## config.mk

```make
export PLATFORM = sky130hd
export DESIGN_NAME = borrow_bypass_subtractor_pipe
export DESIGN_NICKNAME = d
export VERILOG_FILES = /design/src/rtl/borrow_bypass_subtractor_pipe_pkg.sv /design/src/rtl/borrow_bypass_subtractor_pipe_group.sv /design/src/rtl/borrow_bypass_subtractor_pipe.sv
export SDC_FILE = /design/constraint.sdc
export NUM_CORES = 1
export LEC_CHECK = 0
export CAP_MARGIN = 20
export CORE_MARGIN = 2
export CORE_UTILIZATION = 40
export DETAILED_ROUTE_END_ITERATION = 6
export PLACE_DENSITY = 0.7
export SLEW_MARGIN = 20
export SYNTH_ARGS = -nofsm -noshare
export SYNTH_HDL_FRONTEND = slang
export SYNTH_SLANG_ARGS = --single-unit
```

## constraint.sdc

```tcl
create_clock -name clk -period 8.9 [get_ports clk]
set_input_delay 1.78 -clock clk [delete_from_list [all_inputs] [get_ports clk]]
set_output_delay 1.78 -clock clk [all_outputs]
set_load 0.005 [all_outputs]
```

## src/rtl/borrow_bypass_subtractor_pipe_pkg.sv

```systemverilog
// Shared ALU definitions: default operand geometry and the result record
// used by the adder/subtractor consumers.
package borrow_bypass_subtractor_pipe_pkg;

  localparam int DEFAULT_WIDTH   = 32;
  localparam int DEFAULT_GROUP_W = 4;

  typedef struct packed {
    logic [DEFAULT_WIDTH-1:0] diff;
    logic                     bout;
    logic                     overflow;
  } result_t;

endpackage

```

## src/rtl/borrow_bypass_subtractor_pipe_group.sv

```systemverilog
// One borrow-bypass group: bitwise ripple borrow plus a mux that forwards the
// incoming borrow straight through when every bit pair is equal.
module borrow_bypass_group
  import borrow_bypass_subtractor_pipe_pkg::*;
#(
  parameter int GROUP_W = DEFAULT_GROUP_W
) (
  input  logic [GROUP_W-1:0] a,
  input  logic [GROUP_W-1:0] b,
  input  logic               bin,
  output logic [GROUP_W-1:0] diff,
  output logic               bout
);

  logic [GROUP_W:0] br;
  logic             propagate;

  // NOTE: every output of a combinational block gets a default first so no
  // path through the block leaves it unassigned (which would infer a latch).
  always_comb begin
    br    = '0;
    diff  = '0;
    br[0] = bin;
    for (int i = 0; i < GROUP_W; i++) begin
      diff[i]  = a[i] ^ b[i] ^ br[i];
      br[i+1]  = (~a[i] & b[i]) | (~(a[i] ^ b[i]) & br[i]);
    end
    // Equal bit pairs pass the borrow unchanged, so the group can skip its ripple.
    propagate = &(~(a ^ b));
    bout      = propagate ? bin : br[GROUP_W];
  end

endmodule

```

## src/rtl/borrow_bypass_subtractor_pipe.sv

```systemverilog
// Two-stage valid/ready pipelined subtractor: diff = a - b - bin. The low half
// and the mid borrow are registered in stage 1, the high half finishes in stage 2.
module borrow_bypass_subtractor_pipe
  import borrow_bypass_subtractor_pipe_pkg::*;
#(
  parameter int WIDTH   = DEFAULT_WIDTH,
  parameter int GROUP_W = DEFAULT_GROUP_W
) (
  input  logic             clk,
  input  logic             rst_n,
  input  logic             in_valid,
  output logic             in_ready,
  input  logic [WIDTH-1:0] a,
  input  logic [WIDTH-1:0] b,
  input  logic             bin,
  output logic             out_valid,
  input  logic             out_ready,
  output logic [WIDTH-1:0] diff,
  output logic             bout,
  output logic             overflow
);

  localparam int HALF = WIDTH / 2;
  localparam int NG   = HALF / GROUP_W;

  // Stage 1 registers
  logic            s1_valid;
  logic [HALF-1:0] s1_diff_lo;
  logic            s1_mid_br;
  logic [HALF-1:0] s1_a_hi;
  logic [HALF-1:0] s1_b_hi;

  // Stage 2 registers
  logic             s2_valid;
  logic [WIDTH-1:0] s2_diff;
  logic             s2_bout;
  logic             s2_ovf;

  logic            s2_load;
  logic [HALF-1:0] lo_diff;
  logic [HALF-1:0] hi_diff;
  logic            mid_br;
  logic            hi_bout;
  logic            hi_ovf;

  assign s2_load  = !s2_valid || out_ready;
  assign in_ready = !s1_valid || s2_load;

  // Low-half borrow chain; each group's borrow lives in its own generate scope.
  for (genvar g = 0; g < NG; g++) begin : g_lo
    logic br_in;
    logic br_out;
    if (g == 0) begin : g_first
      assign br_in = bin;
    end else begin : g_next
      assign br_in = g_lo[g-1].br_out;
    end
    borrow_bypass_group #(.GROUP_W(GROUP_W)) u_grp (
      .a    (a[g*GROUP_W +: GROUP_W]),
      .b    (b[g*GROUP_W +: GROUP_W]),
      .bin  (br_in),
      .diff (lo_diff[g*GROUP_W +: GROUP_W]),
      .bout (br_out)
    );
  end

  assign mid_br = g_lo[NG-1].br_out;

  // High-half borrow chain, fed from the registered operands and mid borrow.
  for (genvar g = 0; g < NG; g++) begin : g_hi
    logic br_in;
    logic br_out;
    if (g == 0) begin : g_first
      assign br_in = s1_mid_br;
    end else begin : g_next
      assign br_in = g_hi[g-1].br_out;
    end
    borrow_bypass_group #(.GROUP_W(GROUP_W)) u_grp (
      .a    (s1_a_hi[g*GROUP_W +: GROUP_W]),
      .b    (s1_b_hi[g*GROUP_W +: GROUP_W]),
      .bin  (br_in),
      .diff (hi_diff[g*GROUP_W +: GROUP_W]),
      .bout (br_out)
    );
  end

  assign hi_bout = g_hi[NG-1].br_out;
  assign hi_ovf  = (s1_a_hi[HALF-1] != s1_b_hi[HALF-1]) &&
                   (hi_diff[HALF-1] != s1_a_hi[HALF-1]);

  // NOTE: sequential state uses non-blocking assignments so every register
  // samples pre-edge values; the data registers are cleared on reset because
  // the outputs must read zero right after it, not merely be marked invalid.
  always_ff @(posedge clk) begin
    if (!rst_n) begin
      s1_valid   <= 1'b0;
      s1_diff_lo <= '0;
      s1_mid_br  <= 1'b0;
      s1_a_hi    <= '0;
      s1_b_hi    <= '0;
      s2_valid   <= 1'b0;
      s2_diff    <= '0;
      s2_bout    <= 1'b0;
      s2_ovf     <= 1'b0;
    end else begin
      if (s2_load) begin
        s2_valid <= s1_valid;
        if (s1_valid) begin
          s2_diff <= {hi_diff, s1_diff_lo};
          s2_bout <= hi_bout;
          s2_ovf  <= hi_ovf;
        end
      end
      // Stage 1 is free whenever it is empty or its content moves on this edge.
      if (in_ready) begin
        s1_valid <= in_valid;
        if (in_valid) begin
          s1_diff_lo <= lo_diff;
          s1_mid_br  <= mid_br;
          s1_a_hi    <= a[WIDTH-1:HALF];
          s1_b_hi    <= b[WIDTH-1:HALF];
        end
      end
    end
  end

  assign out_valid = s2_valid;
  assign diff      = s2_diff;
  assign bout      = s2_bout;
  assign overflow  = s2_ovf;

endmodule

```

==> results_dict.tcl, run 1 <==
set metrics [dict create \
    status "complete, no violations" \
    synth_area_leaders "dfxtp_1, fa_1, nand2_1" \
    htreeDepth 3 \
    drt-total-wl_um 9700 \
    cp_top_family "adder cells" \
    vias_per_cell 4.74 \
    port_buffers 104 \
    final_area_um2 5800 \
    grt_pass1_wl_um 16000 \
    layout.nets 718 \
    ys_seq_elements 85 \
    clock_latency_ps 350 \
    synth.avg_cell_area_um2 9.12 \
    cts_hold_buf 0 \
    start_kind "input pin" \
    synth_area_leader_cell "dfxtp_1" \
    timing.slew.headroom 0.405 \
    slowest_delay_ps 420 \
    synth_top_area_share 0.399 \
    syn_to_final_growth_pct 36.0 \
    firstDrtPassIters 4 \
    whs_ps 450 \
    ys_async_sr_fraction 0 \
    hold_violations 0 \
    grt_usage 0.176 \
    timing.rr.start "g_hi[0].br_in$_SDFFE_PN0P_" \
    worstPathRequired_ps 9110 \
    synth_warnings 0 \
    synthCells 468 \
    die_area_um2 11500 \
    start_util 0.413 \
    placementRows 37 \
    die_y_um 107 \
    whs_endpoint "diff[15]$_SDFFE_PN0P_" \
    fin_util 0.562 \
    fin_cells 726 \
    dp_cells 687 \
    worst_pin_slew_ps 893 \
    synth_edf_count 0 \
    synth_fp_nets 601 \
    clkTransAtPathRegs_ps 90 \
    cts_buffers 9 \
    overflow 0 \
    first_global_vias 3567 \
    dpl.hpwl_um 6670 \
    min_path_type "reg -> reg" \
    final_antenna_net_count 0 \
    synth_flop_cell "dfxtp_1" \
    grt_max_degree 64 \
    p_leak_nw 2.41 \
    antenna_found_initial 0 \
    multi_input_area_um2 2310 \
    slew_viol_final 0 \
    tritoncts "done" \
    regArea_um2 1700 \
    period_share 0.971 \
    setup_viol 0 \
    synth_cell_types 27 \
    reg2reg_depth 44 \
    drive_above_1_share 0.114 \
    crit_buf_inv 5 \
    power_density_nw_per_um2 161 \
    finalWeightedCongestion 0.768 \
    synth_seq_area_share 0.399 \
    num_vias 3444 \
    clk_path_buf_depth 2 \
    finClkSkew_ps 13.6 \
    max_freq_mhz 116 \
    worstSetupPathType "in -> reg" \
    end_kind "register" \
    synth_most_common_cell "nand2_1" \
    drtIter0Drc 71 \
    cts_root_buf "clkbuf_8" \
    io_pins 105 \
    rsz0062_at_grt "no" \
    slowest_stage "clkdlybuf4s50_1" \
    vdd_drop_max_mv 0.0747 \
    rr_endpoint "overflow$_SDFFE_PN0P_" \
    diodes 0 \
    n_fill_cell 914 \
    core_um2 10300 \
    synth_area_um2 4270 \
    maxCapViolCount 0 \
    synthTopCellsByCount "nand2_1, dfxtp_1, a21oi_1" \
    avgRoutedWirePerCell_um 13.4 \
    fin_crit_ps 8640 \
    regToRegSetupSlack_ps 430 \
    cp_max_fo 2 \
    drc 0 \
    fin_setup_tns_ps 0 \
    worstHoldStart "s1_diff_lo[15]$_SDFFE_PN0P_" \
    die_w_um 107 \
    placedInstanceArea_um2 5380 \
    crit_arrival_ps 8850 \
    whs_path_depth 2 \
    cts_sinks 85 \
]
## report_power, final
part / switching, mW / total [mW] / internal, mW / leakage (nW)
clock network: 0.137 / 0.274 / 0.137 / 0.102
logic: 0.105 / 0.236 / 0.131 / 1.60
registers: 0.0165 / 0.423 / 0.407 / 0.700
## layout make-up
cell class                      count  share of cell area
Multi-Input combinational cell    310               0.397
Tap cell                          136              0.0293
Clock inverter                      6              0.0106
Clock buffer                       10              0.0237
Inverter                           47              0.0304
Timing Repair Buffer              132               0.215
Sequential cell                    85               0.293
## layer usage
metal / vias to the layer above / global-route usage / share of wire
li1: 1726 / - / -
met3: 8 / 0.0472 / 0.070
met4: 0 / 0.0547 / 0.0098
met2: 99 / 0.311 / 0.48
met5: - / 0 / 0
met1: 1611 / 0.207 / 0.44
## worst min-delay path, cell delays in order, from the launching register on
cell and delay (ps):
dfxtp_1 320, nand2_1 50, a21oi_1 50
## placed cells by master (no fill, tap or decap), types with 6 or more instances in the layout
master	Yosys	final
nand2_1	114	114
clkdlybuf4s50_1	0	103
dfxtp_1	85	84
a21oi_1	55	55
inv_1	46	46
ha_1	32	32
buf_4	0	28
nor2_1	22	22
a211oi_1	22	22
fa_1	32	17
fa_2	0	15
clkbuf_8	0	10
nand4_1	6	6
o211a_1	6	6
## worst max-delay path by stage
stage | to | startpoint | cells after the start | slack (ps)
floorplan | s1_diff_lo[15]$_SDFFE_PN0P_ | b[0] | 26 | 340
global placement | s1_diff_lo[15]$_SDFFE_PN0P_ | a[0] | 26 | -390
detailed placement | s1_diff_lo[15]$_SDFFE_PN0P_ | a[0] | 26 | -460
CTS | overflow$_SDFFE_PN0P_ | g_hi[0].br_in$_SDFFE_PN0P_ | 28 | 4
global route | s1_diff_lo[15]$_SDFFE_PN0P_ | b[0] | 27 | 5
finish | s1_diff_lo[15]$_SDFFE_PN0P_ | b[0] | 27 | 260
## timing repair
item / CTS / global route
buffers inserted: 22 / 1
pin swaps: 0 / 5
setup endpoints to repair: 2 / 6
gates resized for setup: 4 / 16
## state kept, by name, summed over array words and instances, names as in the netlist
signal	cells
bout	1
s1_b_hi	16
s1_diff_lo	16
overflow	1
g_hi.br_in	1
s1_valid	1
diff	32
out_valid	1
s1_a_hi	16
## through the flow
step	setup slack [ps]	total power [mW]
2_1_floorplan	338	0.542
3_3_place_gp	-388	0.620
3_5_place_dp	-461	0.627
4_1_cts	3.66	0.933
5_1_grt	5.31	0.992
6_report	259	0.933
## logic make-up (layout without fill, tap and decap cells)
kind of cell | Yosys count | in the layout | synth area share
AOI/OAI and AO/OA | 89 | 89 | 0.128
buffers and inverters | 73 | 195 | 0.0730
adders and majority gates | 64 | 64 | 0.244
muxes | 4 | 4 | 0.00997
DFF | 85 | 85 | 0.399
and+or+nand+nor | 152 | 152 | 0.144
xor gates and xnor gates | 1 | 1 | 0.00205
No activity file was read; power rests on OpenSTA's default activity.
==> inputs of run 2 (changes only) <==
--- a/config.mk
+++ b/config.mk
@@ -5,9 +5,11 @@
 export SDC_FILE = /design/constraint.sdc
 export NUM_CORES = 1
 export LEC_CHECK = 0
+export ABC_CLOCK_PERIOD_IN_PS = 8900
 export CAP_MARGIN = 20
 export CORE_MARGIN = 2
 export CORE_UTILIZATION = 40
+export CTS_BUF_LIST = sky130_fd_sc_hd__clkbuf_2
 export DETAILED_ROUTE_END_ITERATION = 6
 export PLACE_DENSITY = 0.7
 export SLEW_MARGIN = 20
==> results_dict.tcl, run 2 (same netlist as run 1, synthesis figures left out) <==
set metrics [dict create \
    max_freq_mhz 116 \
    top_usage_layer "met2" \
    cts_buffers 9 \
    core_um2 10300 \
    largest_register_ffs 32 \
    p_leak_nw 2.38 \
    worst_pin_slew_ps 895 \
    avgRoutedWirePerCell_um 13.3 \
    grt_pass1_wl_um 16000 \
    seq_power_share 0.494 \
    firstDrtPassIters 4 \
    worstSetupPathType "in -> reg" \
    timing.rr.start "g_hi[0].br_in$_SDFFE_PN0P_" \
    drive_above_1_share 0.110 \
    final_cell_mix "nand2_1, clkdlybuf4s50_1, dfxtp_1" \
    placementRows 37 \
    cts_sinks 85 \
    p_comb_frac 0.274 \
    placedInstanceArea_um2 5380 \
    rsz0062_at_grt "no" \
    drt-total-wl_um 9680 \
    worstPathRequired_ps 9320 \
    slew_viol_final 0 \
    met3_usage 0.0424 \
    grt_usage 0.176 \
    switching_share 0.298 \
    min_path_type "reg -> reg" \
    period_share 0.967 \
    port_buffers 104 \
    drtIter0Drc 77 \
    dpl.hpwl_um 6670 \
    crit_arrival_ps 9020 \
    clkPwrFrac 0.232 \
    finalWeightedCongestion 0.768 \
    finClkSkew_ps 31.1 \
    pre_cts_ws_ps -461 \
    die_y_um 107 \
    layout.nets 719 \
    whs_ps 440 \
    status "complete, no violations" \
    cp_max_fo 2 \
    final_common_cell "nand2_1" \
    tritoncts "done" \
    end_kind "register" \
    overflow 0 \
    start_kind "input pin" \
    maxCapViolCount 0 \
    final_area_um2 5720 \
    drc 0 \
    antenna_found_initial 0 \
    clk_path_buf_depth 2 \
    critPathLaunch "a[0]" \
    cts_hold_buf 0 \
    diodes 0 \
    syn_to_final_growth_pct 34.0 \
    final_antenna_net_count 0 \
    vias_per_cell 4.74 \
    start_util 0.413 \
    worstHoldStart "s1_diff_lo[15]$_SDFFE_PN0P_" \
    multi_input_area_um2 2300 \
    vdd_drop_max_mv 0.0697 \
    setup_viol 0 \
    p_int_uw 603 \
    num_vias 3445 \
    die_w_um 107 \
    die_area_um2 11500 \
    setup_ws_ps 295 \
    gr-usage-met2 0.307 \
    clock_latency_ps 540 \
    hold_violations 0 \
    fin_crit_ps 8600 \
    timing.slew.headroom 0.403 \
    cts_root_buf "clkbuf_2" \
    p_sw_uw 256 \
    power_density_nw_per_um2 150 \
    grt_use_met1 0.210 \
    regArea_um2 1700 \
    htreeDepth 3 \
    n_fill_cell 932 \
    clkTransAtPathRegs_ps 250 \
    io_pins 105 \
    first_global_vias 3586 \
    grt_max_degree 64 \
]
==> run 2: cell types whose count changed in the layout (fill, tap and decap cells not counted), sizes merged <==
cell	previous run	this run
clkbuf	10	9
dlygate4sd2	1	0
clkdlybuf4s50	103	104
buf	28	29
clkinv	3	4
==> run 2: area by class of cell <==
type	count	share of cell area
Tap cell	136	0.0298
Clock buffer	9	0.00788
Sequential cell	85	0.298
Inverter	47	0.0309
Multi-Input combinational cell	310	0.402
Timing Repair Buffer	133	0.220
Clock inverter	7	0.0114
==> run 2: worst paths after layout <==
path | endpoint | slack [ps] | depth (start not counted)
worst max-delay path | s1_diff_lo[15]$_SDFFE_PN0P_ | 300 | 26
worst min register to register | diff[15]$_SDFFE_PN0P_ | 440 | 2
worst min-delay path | diff[15]$_SDFFE_PN0P_ | 440 | 2
worst max register to register | overflow$_SDFFE_PN0P_ | 450 | 44
==> run 2: through the flow <==
step	setup TNS (ps)	util	instances	power (mW)
floorplan	0	-	468	0.542
global placement	-729	0.521	687	0.620
detailed placement	-1060	0.521	687	0.627
CTS	0	0.549	726	0.856
global route	0	0.554	727	0.916
finish	0	0.554	727	0.859
==> run 2: layer usage <==
metal	part of all wire	up-vias
li1	-	1726
met1	0.44	1615
met2	0.48	94
met3	0.071	10
met4	0.012	0
met5	0	-
==> run 2: critical path, cell delays in order <==
cell and delay, ps:
clkdlybuf4s50_1 520, fa_1 180, inv_1 50, fa_1 390, fa_2 360, fa_1 380, mux2i_2 180, inv_1 70
fa_1 380, fa_1 390, fa_2 350, fa_1 360, nand2_1 60, o21ai_1 90, fa_2 360, fa_2 340
fa_1 390, fa_1 360, mux2_2 300, fa_2 350, fa_1 380, fa_1 370, inv_1 80, fa_1 400
nand2_1 70, a21oi_1 60
==> run 2: power by group through the flow <==
stage          clock, mW  combinational (mW)  sequential (mW)
2_1_floorplan          0               0.112            0.430
3_3_place_gp           0               0.190            0.431
3_5_place_dp           0               0.195            0.432
4_1_cts            0.203               0.228            0.424
5_1_grt            0.219               0.268            0.429
6_report           0.199               0.235            0.424
==> run 2: repair_timing <==
item                       in CTS  in global routing
setup endpoints to repair       1                  5
hold endpoints to repair        0                  0
gates resized for setup         3                 14
pin swaps                       0                  5
buffers inserted               23                  1
